<file path="config.mk">
export PLATFORM = sky130hd
export DESIGN_NAME = lcd_bus_scheduler
export DESIGN_NICKNAME = d
export VERILOG_FILES = /design/src/rtl/lcd_bus_scheduler_pkg.sv /design/src/rtl/lcd_bus_scheduler_rr_arb2.sv /design/src/rtl/lcd_bus_scheduler.sv
export SDC_FILE = /design/constraint.sdc
export NUM_CORES = 1
export LEC_CHECK = 0
export ABC_AREA = 1
export CAP_MARGIN = 10
export CORE_UTILIZATION = 30
export CTS_BUF_LIST = sky130_fd_sc_hd__clkbuf_4 sky130_fd_sc_hd__clkbuf_8 sky130_fd_sc_hd__clkbuf_16
export DETAILED_ROUTE_END_ITERATION = 12
export HOLD_SLACK_MARGIN = 0.03
export PLACE_DENSITY = 0.58
export SYNTH_ARGS = -nofsm -noshare
export SYNTH_HDL_FRONTEND = slang
export SYNTH_SLANG_ARGS = --single-unit
</file>
<file path="constraint.sdc">
create_clock -name CLK -period 5.2 [get_ports CLK]
set_clock_uncertainty 0.2 [all_clocks]
set_input_delay 1.3 -clock CLK [delete_from_list [all_inputs] [get_ports CLK]]
set_output_delay 1.3 -clock CLK [all_outputs]
set_load 0.01 [all_outputs]
</file>
<file path="src/rtl/lcd_bus_scheduler_pkg.sv">
// Shared encodings, default timing and clear/home opcodes for the 4-bit LCD bus scheduler.
package lcd_bus_scheduler_pkg;

  typedef enum logic [3:0] {
    ST_IDLE  = 4'd0,
    ST_SU_HI = 4'd1,
    ST_PW_HI = 4'd2,
    ST_H_HI  = 4'd3,
    ST_GAP   = 4'd4,
    ST_SU_LO = 4'd5,
    ST_PW_LO = 4'd6,
    ST_H_LO  = 4'd7,
    ST_WAIT  = 4'd8
  } state_t;

  localparam int DEF_T_SU   = 2;
  localparam int DEF_T_PW   = 12;
  localparam int DEF_T_H    = 1;
  localparam int DEF_T_NIB  = 50;
  localparam int DEF_T_BYTE = 2000;
  localparam int DEF_T_LONG = 82000;
  localparam int DEF_CNT_W  = 17;

  localparam logic [7:0] OP_CLEAR    = 8'h01;
  localparam logic [7:0] OP_HOME     = 8'h02;
  localparam logic [7:0] OP_HOME_ALT = 8'h03;

  // Clear/home commands need the long post-write wait.
  function automatic logic is_long_cmd(input logic rs, input logic [7:0] dat);
    return !rs && (dat == OP_CLEAR || dat == OP_HOME || dat == OP_HOME_ALT);
  endfunction

endpackage

</file>
<file path="src/rtl/lcd_bus_scheduler_rr_arb2.sv">
// Two-port round-robin grant; grant is combinational, last-grant register remembers the winner.
module lcd_rr_arb2 (
  input  logic       i_clk,
  input  logic       i_rst,
  input  logic       i_en,
  input  logic [1:0] i_req,
  output logic [1:0] o_gnt
);

  // Reset to "B won last" so A has priority after reset.
  logic r_last_b;

  always_comb begin
    o_gnt = 2'b00;
    if (i_en) begin
      if (i_req == 2'b11) o_gnt = r_last_b ? 2'b01 : 2'b10;
      else                o_gnt = i_req;
    end
  end

  always_ff @(posedge i_clk) begin
    if (i_rst)       r_last_b <= 1'b1;
    else if (|o_gnt) r_last_b <= o_gnt[1];
  end

endmodule

</file>
<file path="src/rtl/lcd_bus_scheduler.sv">
// Arbitrates two byte requesters onto the 4-bit LCD bus and sequences nibble strobes/delays.
// Optional: define LCD_SCHED_LONG_CMD_EN to use T_LONG after clear/home commands.
module lcd_bus_scheduler
  import lcd_bus_scheduler_pkg::*;
#(
  parameter int T_SU   = DEF_T_SU,
  parameter int T_PW   = DEF_T_PW,
  parameter int T_H    = DEF_T_H,
  parameter int T_NIB  = DEF_T_NIB,
  parameter int T_BYTE = DEF_T_BYTE,
  parameter int T_LONG = DEF_T_LONG,
  parameter int CNT_W  = DEF_CNT_W
) (
  input  logic       CLK,
  input  logic       RST,
  input  logic       A_REQ,
  input  logic       A_RS,
  input  logic [7:0] A_DAT,
  output logic       A_ACK,
  input  logic       B_REQ,
  input  logic       B_RS,
  input  logic [7:0] B_DAT,
  output logic       B_ACK,
  output logic       BUSY,
  output logic       LCD_RS,
  output logic       LCD_RW,
  output logic       LCD_E,
  output logic [3:0] SF_D
);

  localparam logic [CNT_W-1:0] C_SU   = CNT_W'(T_SU - 1);
  localparam logic [CNT_W-1:0] C_PW   = CNT_W'(T_PW - 1);
  localparam logic [CNT_W-1:0] C_H    = CNT_W'(T_H - 1);
  localparam logic [CNT_W-1:0] C_NIB  = CNT_W'(T_NIB - 1);
  localparam logic [CNT_W-1:0] C_BYTE = CNT_W'(T_BYTE - 1);
  localparam logic [CNT_W-1:0] C_LONG = CNT_W'(T_LONG - 1);

  state_t           r_state, w_state_nx;
  logic [CNT_W-1:0] r_cnt, w_cnt_nx;
  logic [1:0]       w_gnt;
  logic             w_idle;
  logic             w_long;
  logic             r_rs;
  logic [7:0]       r_dat;
  logic [3:0]       r_sf_d;
  logic             r_lcd_e;
  logic             r_a_ack, r_b_ack;

  assign w_idle = (r_state == ST_IDLE);

  lcd_rr_arb2 u_arb (
    .i_clk (CLK),
    .i_rst (RST),
    .i_en  (w_idle),
    .i_req ({B_REQ, A_REQ}),
    .o_gnt (w_gnt)
  );

`ifdef LCD_SCHED_LONG_CMD_EN
  assign w_long = is_long_cmd(r_rs, r_dat);
`else
  assign w_long = 1'b0;
`endif

  // Counter is loaded with T-1 on state entry; the state exits on the cycle it reads 0.
  always_comb begin
    w_state_nx = r_state;
    w_cnt_nx   = r_cnt;
    if (r_state == ST_IDLE) begin
      w_cnt_nx = '0;
      if (|w_gnt) begin
        w_state_nx = ST_SU_HI;
        w_cnt_nx   = C_SU;
      end
    end else if (r_cnt != '0) begin
      w_cnt_nx = r_cnt - CNT_W'(1);
    end else begin
      unique case (r_state)
        ST_SU_HI: begin w_state_nx = ST_PW_HI; w_cnt_nx = C_PW;  end
        ST_PW_HI: begin w_state_nx = ST_H_HI;  w_cnt_nx = C_H;   end
        ST_H_HI:  begin w_state_nx = ST_GAP;   w_cnt_nx = C_NIB; end
        ST_GAP:   begin w_state_nx = ST_SU_LO; w_cnt_nx = C_SU;  end
        ST_SU_LO: begin w_state_nx = ST_PW_LO; w_cnt_nx = C_PW;  end
        ST_PW_LO: begin w_state_nx = ST_H_LO;  w_cnt_nx = C_H;   end
        ST_H_LO:  begin
          w_state_nx = ST_WAIT;
          w_cnt_nx   = w_long ? C_LONG : C_BYTE;
        end
        default:  begin w_state_nx = ST_IDLE;  w_cnt_nx = '0;    end
      endcase
    end
  end

  always_ff @(posedge CLK) begin
    if (RST) begin
      r_state <= ST_IDLE;
      r_cnt   <= '0;
    end else begin
      r_state <= w_state_nx;
      r_cnt   <= w_cnt_nx;
    end
  end

  // Pins are registered off the next state so E is clean and aligned with PW states.
  always_ff @(posedge CLK) begin
    if (RST) begin
      r_rs    <= 1'b0;
      r_dat   <= '0;
      r_sf_d  <= '0;
      r_lcd_e <= 1'b0;
      r_a_ack <= 1'b0;
      r_b_ack <= 1'b0;
    end else begin
      r_a_ack <= w_gnt[0];
      r_b_ack <= w_gnt[1];
      r_lcd_e <= (w_state_nx == ST_PW_HI) || (w_state_nx == ST_PW_LO);
      if (|w_gnt) begin
        r_rs   <= w_gnt[1] ? B_RS : A_RS;
        r_dat  <= w_gnt[1] ? B_DAT : A_DAT;
        r_sf_d <= w_gnt[1] ? B_DAT[7:4] : A_DAT[7:4];
      end else if (r_state == ST_GAP && w_state_nx == ST_SU_LO) begin
        r_sf_d <= r_dat[3:0];
      end
    end
  end

  assign A_ACK  = r_a_ack;
  assign B_ACK  = r_b_ack;
  assign BUSY   = !w_idle;
  assign LCD_RS = r_rs;
  assign LCD_RW = 1'b0;
  assign LCD_E  = r_lcd_e;
  assign SF_D   = r_sf_d;

endmodule
</file>
== After elaboration in Yosys (flattened, before gate mapping) ==
Index checks and enable logic that the tools add are counted.
Widths: inputs -> output; s select.
Storage, ports and cells
  output and inout bits: 10
  memory bits (writable): 0
  bits in latches: 0
  memory bits (read-only): 0
  register bits after elaboration: 34
  memories: 0
  logic and storage cells: 45
  input bits: 22
Operators by class
  order comparisons: 0
  bitwise logic cells: 0
  shift-type cells: 0
  divide/modulo/power cells: 0
  eq/ne operators: 11
  multiplexer cells: 16
  reductions and logical operators: 8
  add/subtract/negate cells: 1
  multiply operators: 0
Operators with widths (number)
  $pmux 11 s4: 1
  $mux 17: 2
  $mux 4: 7
  $pmux 4 s7: 1
  $eq 4x3->1 const B: 6
  $reduce_bool 17->1: 1
  $sub 17x1->17 const B: 1
  $eq 4x2->1 const B: 3
  $mux 2: 3
  $eq 4x1->1 const B: 1
  $logic_not 4->1: 1
  $reduce_or 2->1: 2
  $eq 2x2->1 const B: 1
  $mux 1: 2
  $reduce_bool 2->1: 1
  $logic_and 1x1->1: 1
  $logic_not 1->1: 1
  $logic_or 1x1->1: 1

== Depth between registers and ports, before layout ==
  depth after elaboration: 10
  gate-level depth with buffers: 13
  mapped depth without buffers: 13

== Cells and area by module ==
A second synthesis with hierarchy kept.
Second synthesis, totals
  cell total of the unflattened synthesis: 244
  area, all modules: 1790.5 um2
By module, submodules not included
  lcd_bus_scheduler: area each 1719.1 um2, cells an instance 232, sequential area each 660.6 um2, instances 1
  lcd_rr_arb2: area each 71.3 um2, cells an instance 12, sequential area each 20.0 um2, instances 1

== Least setup slack after synthesis ==
OpenSTA, ideal clock, no wires.
  path kind: input-to-reg
  from: in B_REQ
  to: reg r_sf_d[0], in the netlist SF_D[0]
  path buffers: 1
  setup slack: 2.789 ns
  required time: 4.887 ns
  setup time: 0.113 ns
  data arrival time: 2.098 ns
  stages: 9
  cell sequence: a21boi_1 nand2_2 buf_4 nand2_1 nand2_1 nand2_1 nand2_1 nor2_1 nor2_1
Between the ends
  cells in the longest elaborated chain, start to end: 9
  elaborated cells on any way between the ends: 11
  those cells by class: 2 x eq/ne; 6 x mux; 3 x reduce/logical
Ends and longest elaborated chain
  start, declared: RTL line lcd_bus_scheduler.sv:20  | input logic B_REQ,
  $eq 2x2->1: RTL line lcd_bus_scheduler_rr_arb2.sv:16  | if (i_req == 2'b11) o_gnt = r_last_b ? 2'b01 : 2'b10;
  $mux 2 (*): RTL line lcd_bus_scheduler_rr_arb2.sv:16
  $mux 2 (*): RTL line lcd_bus_scheduler_rr_arb2.sv:15  | if (i_en) begin
  $reduce_or 2->1: RTL line lcd_bus_scheduler.sv:71, lcd_bus_scheduler.sv:117
  $mux 4: RTL line lcd_bus_scheduler.sv:71  | if (|w_gnt) begin
  $mux 4: RTL line lcd_bus_scheduler.sv:69  | if (r_state == ST_IDLE) begin
  $eq 4x3->1: RTL line lcd_bus_scheduler.sv:121  | end else if (r_state == ST_GAP && w_state_nx == ST_SU_LO) begin
  $logic_and 1x1->1: RTL line lcd_bus_scheduler.sv:121
  $reduce_bool 2->1 (no line)
  end signal, assigned: RTL line lcd_bus_scheduler.sv:120  | r_sf_d <= w_gnt[1] ? B_DAT[7:4] : A_DAT[7:4];
  end signal, assigned: RTL line lcd_bus_scheduler.sv:122  | r_sf_d <= r_dat[3:0];
  end, declared: RTL line lcd_bus_scheduler.sv:45  | logic [3:0] r_sf_d;
Every way passes the cells marked *; elsewhere a longest branch is shown, timed or not.
A chain may end at the register's enable or synchronous reset.

== Worst setup path in the final report ==
  from: reg r_state[0]
  to: out BUSY
Between the ends
  cells in the longest elaborated chain, start to end: 2
Ends and longest elaborated chain
  start, declared: RTL line lcd_bus_scheduler.sv:38  | state_t r_state, w_state_nx;
  start signal, assigned: RTL line lcd_bus_scheduler.sv:99  | r_state <= w_state_nx;
  $logic_not 4->1: RTL line lcd_bus_scheduler.sv:49  | assign w_idle = (r_state == ST_IDLE);
  $logic_not 1->1: RTL line lcd_bus_scheduler.sv:129  | assign BUSY = !w_idle;
  end, declared: RTL line lcd_bus_scheduler.sv:24  | output logic BUSY,
Every way passes these cells.

==> results.txt <==
For this design, the sink count on the clock tree is 34. STA classifies the critical path endpoint as an output pin. In this run the deepest clock path goes through 2 buffers.

After the last flow step, the layout net total stands at 330. The floorplan step defined a die boundary enclosing 6470 sq um. 32 I/O pins were placed. After routing, the total negative slack on setup checks comes to 0 ns. The worst-case IR drop observed on VDD is 0.255 mV. The initial cell density of the core was 0.312. The tools report the cell area after synthesis as 1850 sq um. The layout overhead on the synthesized area was 24.2%; the clock buffer count from CTS was 5. The horizontal die dimension is 80.5 um. For the via count of the first global-routing pass, the log shows 1570. The count of input and output buffers is 30. Max-capacitance violation count: 0. The logs give 0.132 for the total routing resource utilization after global routing and 5920 sq um for the core box area. The leakage power came out at 1.08 nW.

After clock tree synthesis, the setup repair step added 0 buffers. The number of vias per cell was 4.36; the number of levels the H-tree was split into was 2. The worst register-to-register path ends at r_cnt[9]$_SDFF_PP0_.

After detailed routing, the number of remaining DRC violations is 0. Total wirelength of the detailed-routed design: 3700 um. The maximum clock rate is 340 MHz, and the relative slew slack is 0.623. The placed wire-length estimate after detailed placement came out at 2910 um. The family of cells with the greatest summed delay on the critical path was buffers and inverters. Yosys mapped the design onto 32 distinct sky130hd cell types. The tools report the number of placement rows as 28. In this run the worst path has a maximum fanout of 4. TritonCTS built the clock tree. The first global-routing pass estimated 6730 um of wire.

When the netlist entered floorplanning its net count stood at 298. Proportion of layout cells with a drive suffix above 1: 0.134. Dividing the detail-routed wire length by the instance count gives 9.68 um. Clock-pin slew was measured on the worst setup and hold paths at 0.07 ns.

The tree is rooted in a sky130_fd_sc_hd__clkbuf_8. The detail route stage leaves a number of antenna-violating nets equal to 0. The number of antenna violations at the first check in global routing was 0. In this run the worst setup path terminates at BUSY. For the fraction of the yosys area taken by sequential cells, the log shows 0.369.

The startpoint of the worst-slack reg-to-reg timing path was r_cnt[0]$_SDFF_PP0_. The first routing iteration left 46 violations. Across all layers, the routed design uses 1664 vias. The filler cells instantiated in the layout total 620.

Power per standard cell area: 650 nW/um^2. The critical path goes through nor2_4 -> nand2_2 -> clkdlybuf4s50_1. After clock tree synthesis, the flow added hold-fix buffers numbering 0.

The path category of the worst min-delay check was flip-flop to flip-flop. The worst register-to-register path has a depth of 13. The final number of hold-violating endpoints came out at 0. The setup slack on the worst flop-to-flop path came out at 3.33 ns.

Routability-driven placement finished with a final weighted congestion of 0.822. The slowest stage of the critical path belongs to the cell sky130_fd_sc_hd__clkdlybuf4s50_1. The flow ran to the end, and the final reports show no timing, DRC or antenna violations.

The clock reaches the later pin of the worst-skew pair after 0.29 ns. The max-slew violation count was 0; the data arrival time of the critical path was 1.44 ns. Worst endpoint required time: 3.70 ns. The worst setup path is launched from a flip-flop. For the pin with the worst max-slew slack, the measured transition is 0.564 ns. The kind of critical path is flip-flop to output pin. At the placement stage, the worst setup path has a slack of 1.98 ns. For this run the aggregate overflow at the end of global routing stands at 0.

The first detailed-routing pass ran for 4 iterations. The number of gates resized after CTS is 0, and the total power of the final layout is 0.00149 W. The beginning of the critical path is r_state[0]$_SDFF_PP0_. The tools report the worst-case setup margin in the final layout as 2.26 ns. The final worst-path cycle share came out at 0.565. The diode insertion count for antenna repair is 0. The combined buffer and inverter count along the critical path came out at 1.

Setup repair after global routing left no endpoint under its margin. The critical path runs through a total of 3 cells. The mean post-synth cell area came out at 6.74 sq um. The Yosys step of the flow raised 0 warnings. The register bit total from synthesis is 34, and the final count of negative-setup-slack endpoints is 0. The vertical die dimension was 80.5 um; the largest net degree at the start of global routing was 15.

Largest incremental delay on the critical path: 0.54 ns. The time the worst path needs with I/O delays and setup was 2.94 ns; the synthesized netlist cell count was 274.
power by group:
| group | internal (W) | switching (W) |
|---|---|---|
| Sequential | 0.000341 | 0.0000569 |
| Combinational | 0.000328 | 0.000567 |
| Clock | 0.0000996 | 0.0000982 |
| Total | 0.000768 | 0.000722 |
routing by layer:
| metal | vias to the layer above | track usage | wire (um) |
|---|---|---|---|
| met3 | 8 | 0.0364 | 170 |
| met2 | 36 | 0.217 | 1610 |
| met5 | - | 0 | 0 |
| met1 | 699 | 0.167 | 1880 |
| li1 | 921 | - | - |
| met4 | 0 | 0.0411 | 36 |
worst min path at each step:
| stage | from | endpoint | slack (ns) | depth (start not counted) |
|---|---|---|---|---|
| after CTS | r_dat[0]$_SDFFE_PP0P_ | r_dat[0]$_SDFFE_PP0P_ | 0.28 | 2 |
| after global placement | r_dat[3]$_SDFFE_PP0P_ | r_dat[3]$_SDFFE_PP0P_ | 0.26 | 2 |
| final | r_dat[0]$_SDFFE_PP0P_ | r_dat[0]$_SDFFE_PP0P_ | 0.27 | 2 |
| after global routing | r_dat[3]$_SDFFE_PP0P_ | r_dat[3]$_SDFFE_PP0P_ | 0.30 | 2 |
| after detailed placement | r_dat[0]$_SDFFE_PP0P_ | r_dat[0]$_SDFFE_PP0P_ | 0.26 | 2 |
| after floorplan | r_dat[3]$_SDFFE_PP0P_ | r_dat[3]$_SDFFE_PP0P_ | 0.24 | 2 |
sequential cells by signal, summed over array words and instances (netlist names):
signal and count:
A_ACK 1, B_ACK 1, LCD_E 1, LCD_RS 1
SF_D 4, r_cnt 17, r_dat 4, r_state 4
u_arb.r_last_b 1
stage by stage:
stage	hold slack, ns	instances	area (sq um)	util
4_1_cts	0.276	382	2290	0.387
6_report	0.275	382	2290	0.387
5_1_grt	0.298	382	2290	0.387
3_5_place_dp	0.263	374	2200	0.372
2_1_floorplan	0.245	274	1850	-
3_3_place_gp	0.263	374	2200	0.372
kinds of logic after synthesis:
| logic type | Yosys count | share of synthesized area |
|---|---|---|
| adders and majority gates | 2 | 0.0135 |
| xor gates and xnor gates | 5 | 0.0237 |
| other | 1 | 0.00203 |
| DFF | 34 | 0.369 |
| and+or+nand+nor | 148 | 0.367 |
| buffers and inverters | 44 | 0.101 |
| AOI/OAI and AO/OA | 40 | 0.125 |
worst reg2reg max path, cell delays in order (launching register included):
cell                      delay (ns)
sky130_fd_sc_hd__dfxtp_1        0.33
sky130_fd_sc_hd__inv_1          0.11
sky130_fd_sc_hd__ha_1           0.15
sky130_fd_sc_hd__inv_1          0.04
sky130_fd_sc_hd__nor2_1         0.12
sky130_fd_sc_hd__nand2_1        0.10
sky130_fd_sc_hd__nor2_4         0.11
sky130_fd_sc_hd__nand2_4        0.10
sky130_fd_sc_hd__inv_2          0.12
sky130_fd_sc_hd__nor2_4         0.06
sky130_fd_sc_hd__inv_2          0.15
sky130_fd_sc_hd__a21oi_1        0.06
sky130_fd_sc_hd__o21ai_1        0.07
sky130_fd_sc_hd__nand2_1        0.05
cell usage in the layout (no fill, tap or decap), types with 2 or more instances in the layout:
master,count
sky130_fd_sc_hd__o211ai_1,2
sky130_fd_sc_hd__nor2_4,5
sky130_fd_sc_hd__nand3_1,10
sky130_fd_sc_hd__a21oi_1,19
sky130_fd_sc_hd__clkbuf_8,5
sky130_fd_sc_hd__xor2_1,4
sky130_fd_sc_hd__o31ai_1,2
sky130_fd_sc_hd__dfxtp_1,34
sky130_fd_sc_hd__o21ai_1,3
sky130_fd_sc_hd__nand2_1,78
sky130_fd_sc_hd__nand2_2,5
sky130_fd_sc_hd__o21ai_0,9
sky130_fd_sc_hd__inv_2,7
sky130_fd_sc_hd__inv_1,31
sky130_fd_sc_hd__nand3_2,2
sky130_fd_sc_hd__nand4_1,3
sky130_fd_sc_hd__nor2_1,30
sky130_fd_sc_hd__nor3_1,3
sky130_fd_sc_hd__clkdlybuf4s50_1,30
sky130_fd_sc_hd__ha_1,2
sky130_fd_sc_hd__nor2_2,10
synth_stat cells (all sizes together):
cell,count,share of area
nand2,84,0.18
nor2,45,0.13
inv,39,0.081
dfxtp,34,0.37
a21oi,20,0.060
o21ai,13,0.037
nand3,12,0.038
buf,4,0.018
xor2,4,0.019
nand4,3,0.010
nor3,3,0.0081
ha,2,0.014
o211ai,2,0.0081
o31ai,2,0.0081
a21boi,1,0.0041
a31oi,1,0.0034
clkbuf,1,0.0020
conb,1,0.0020
o22ai,1,0.0034
or2,1,0.0034
xnor2,1,0.0047
area by class of cell:
class / count / area, sq um / area share
Multi-Input combinational cell: 196 / 980 / 0.427
Inverter: 39 / 149 / 0.0649
Tap cell: 75 / 93.8 / 0.0409
Clock inverter: 2 / 13.8 / 0.00600
Sequential cell: 34 / 681 / 0.297
Clock buffer: 6 / 76.3 / 0.0333
Timing Repair Buffer: 30 / 300 / 0.131
(Power assumes the default switching activity.)
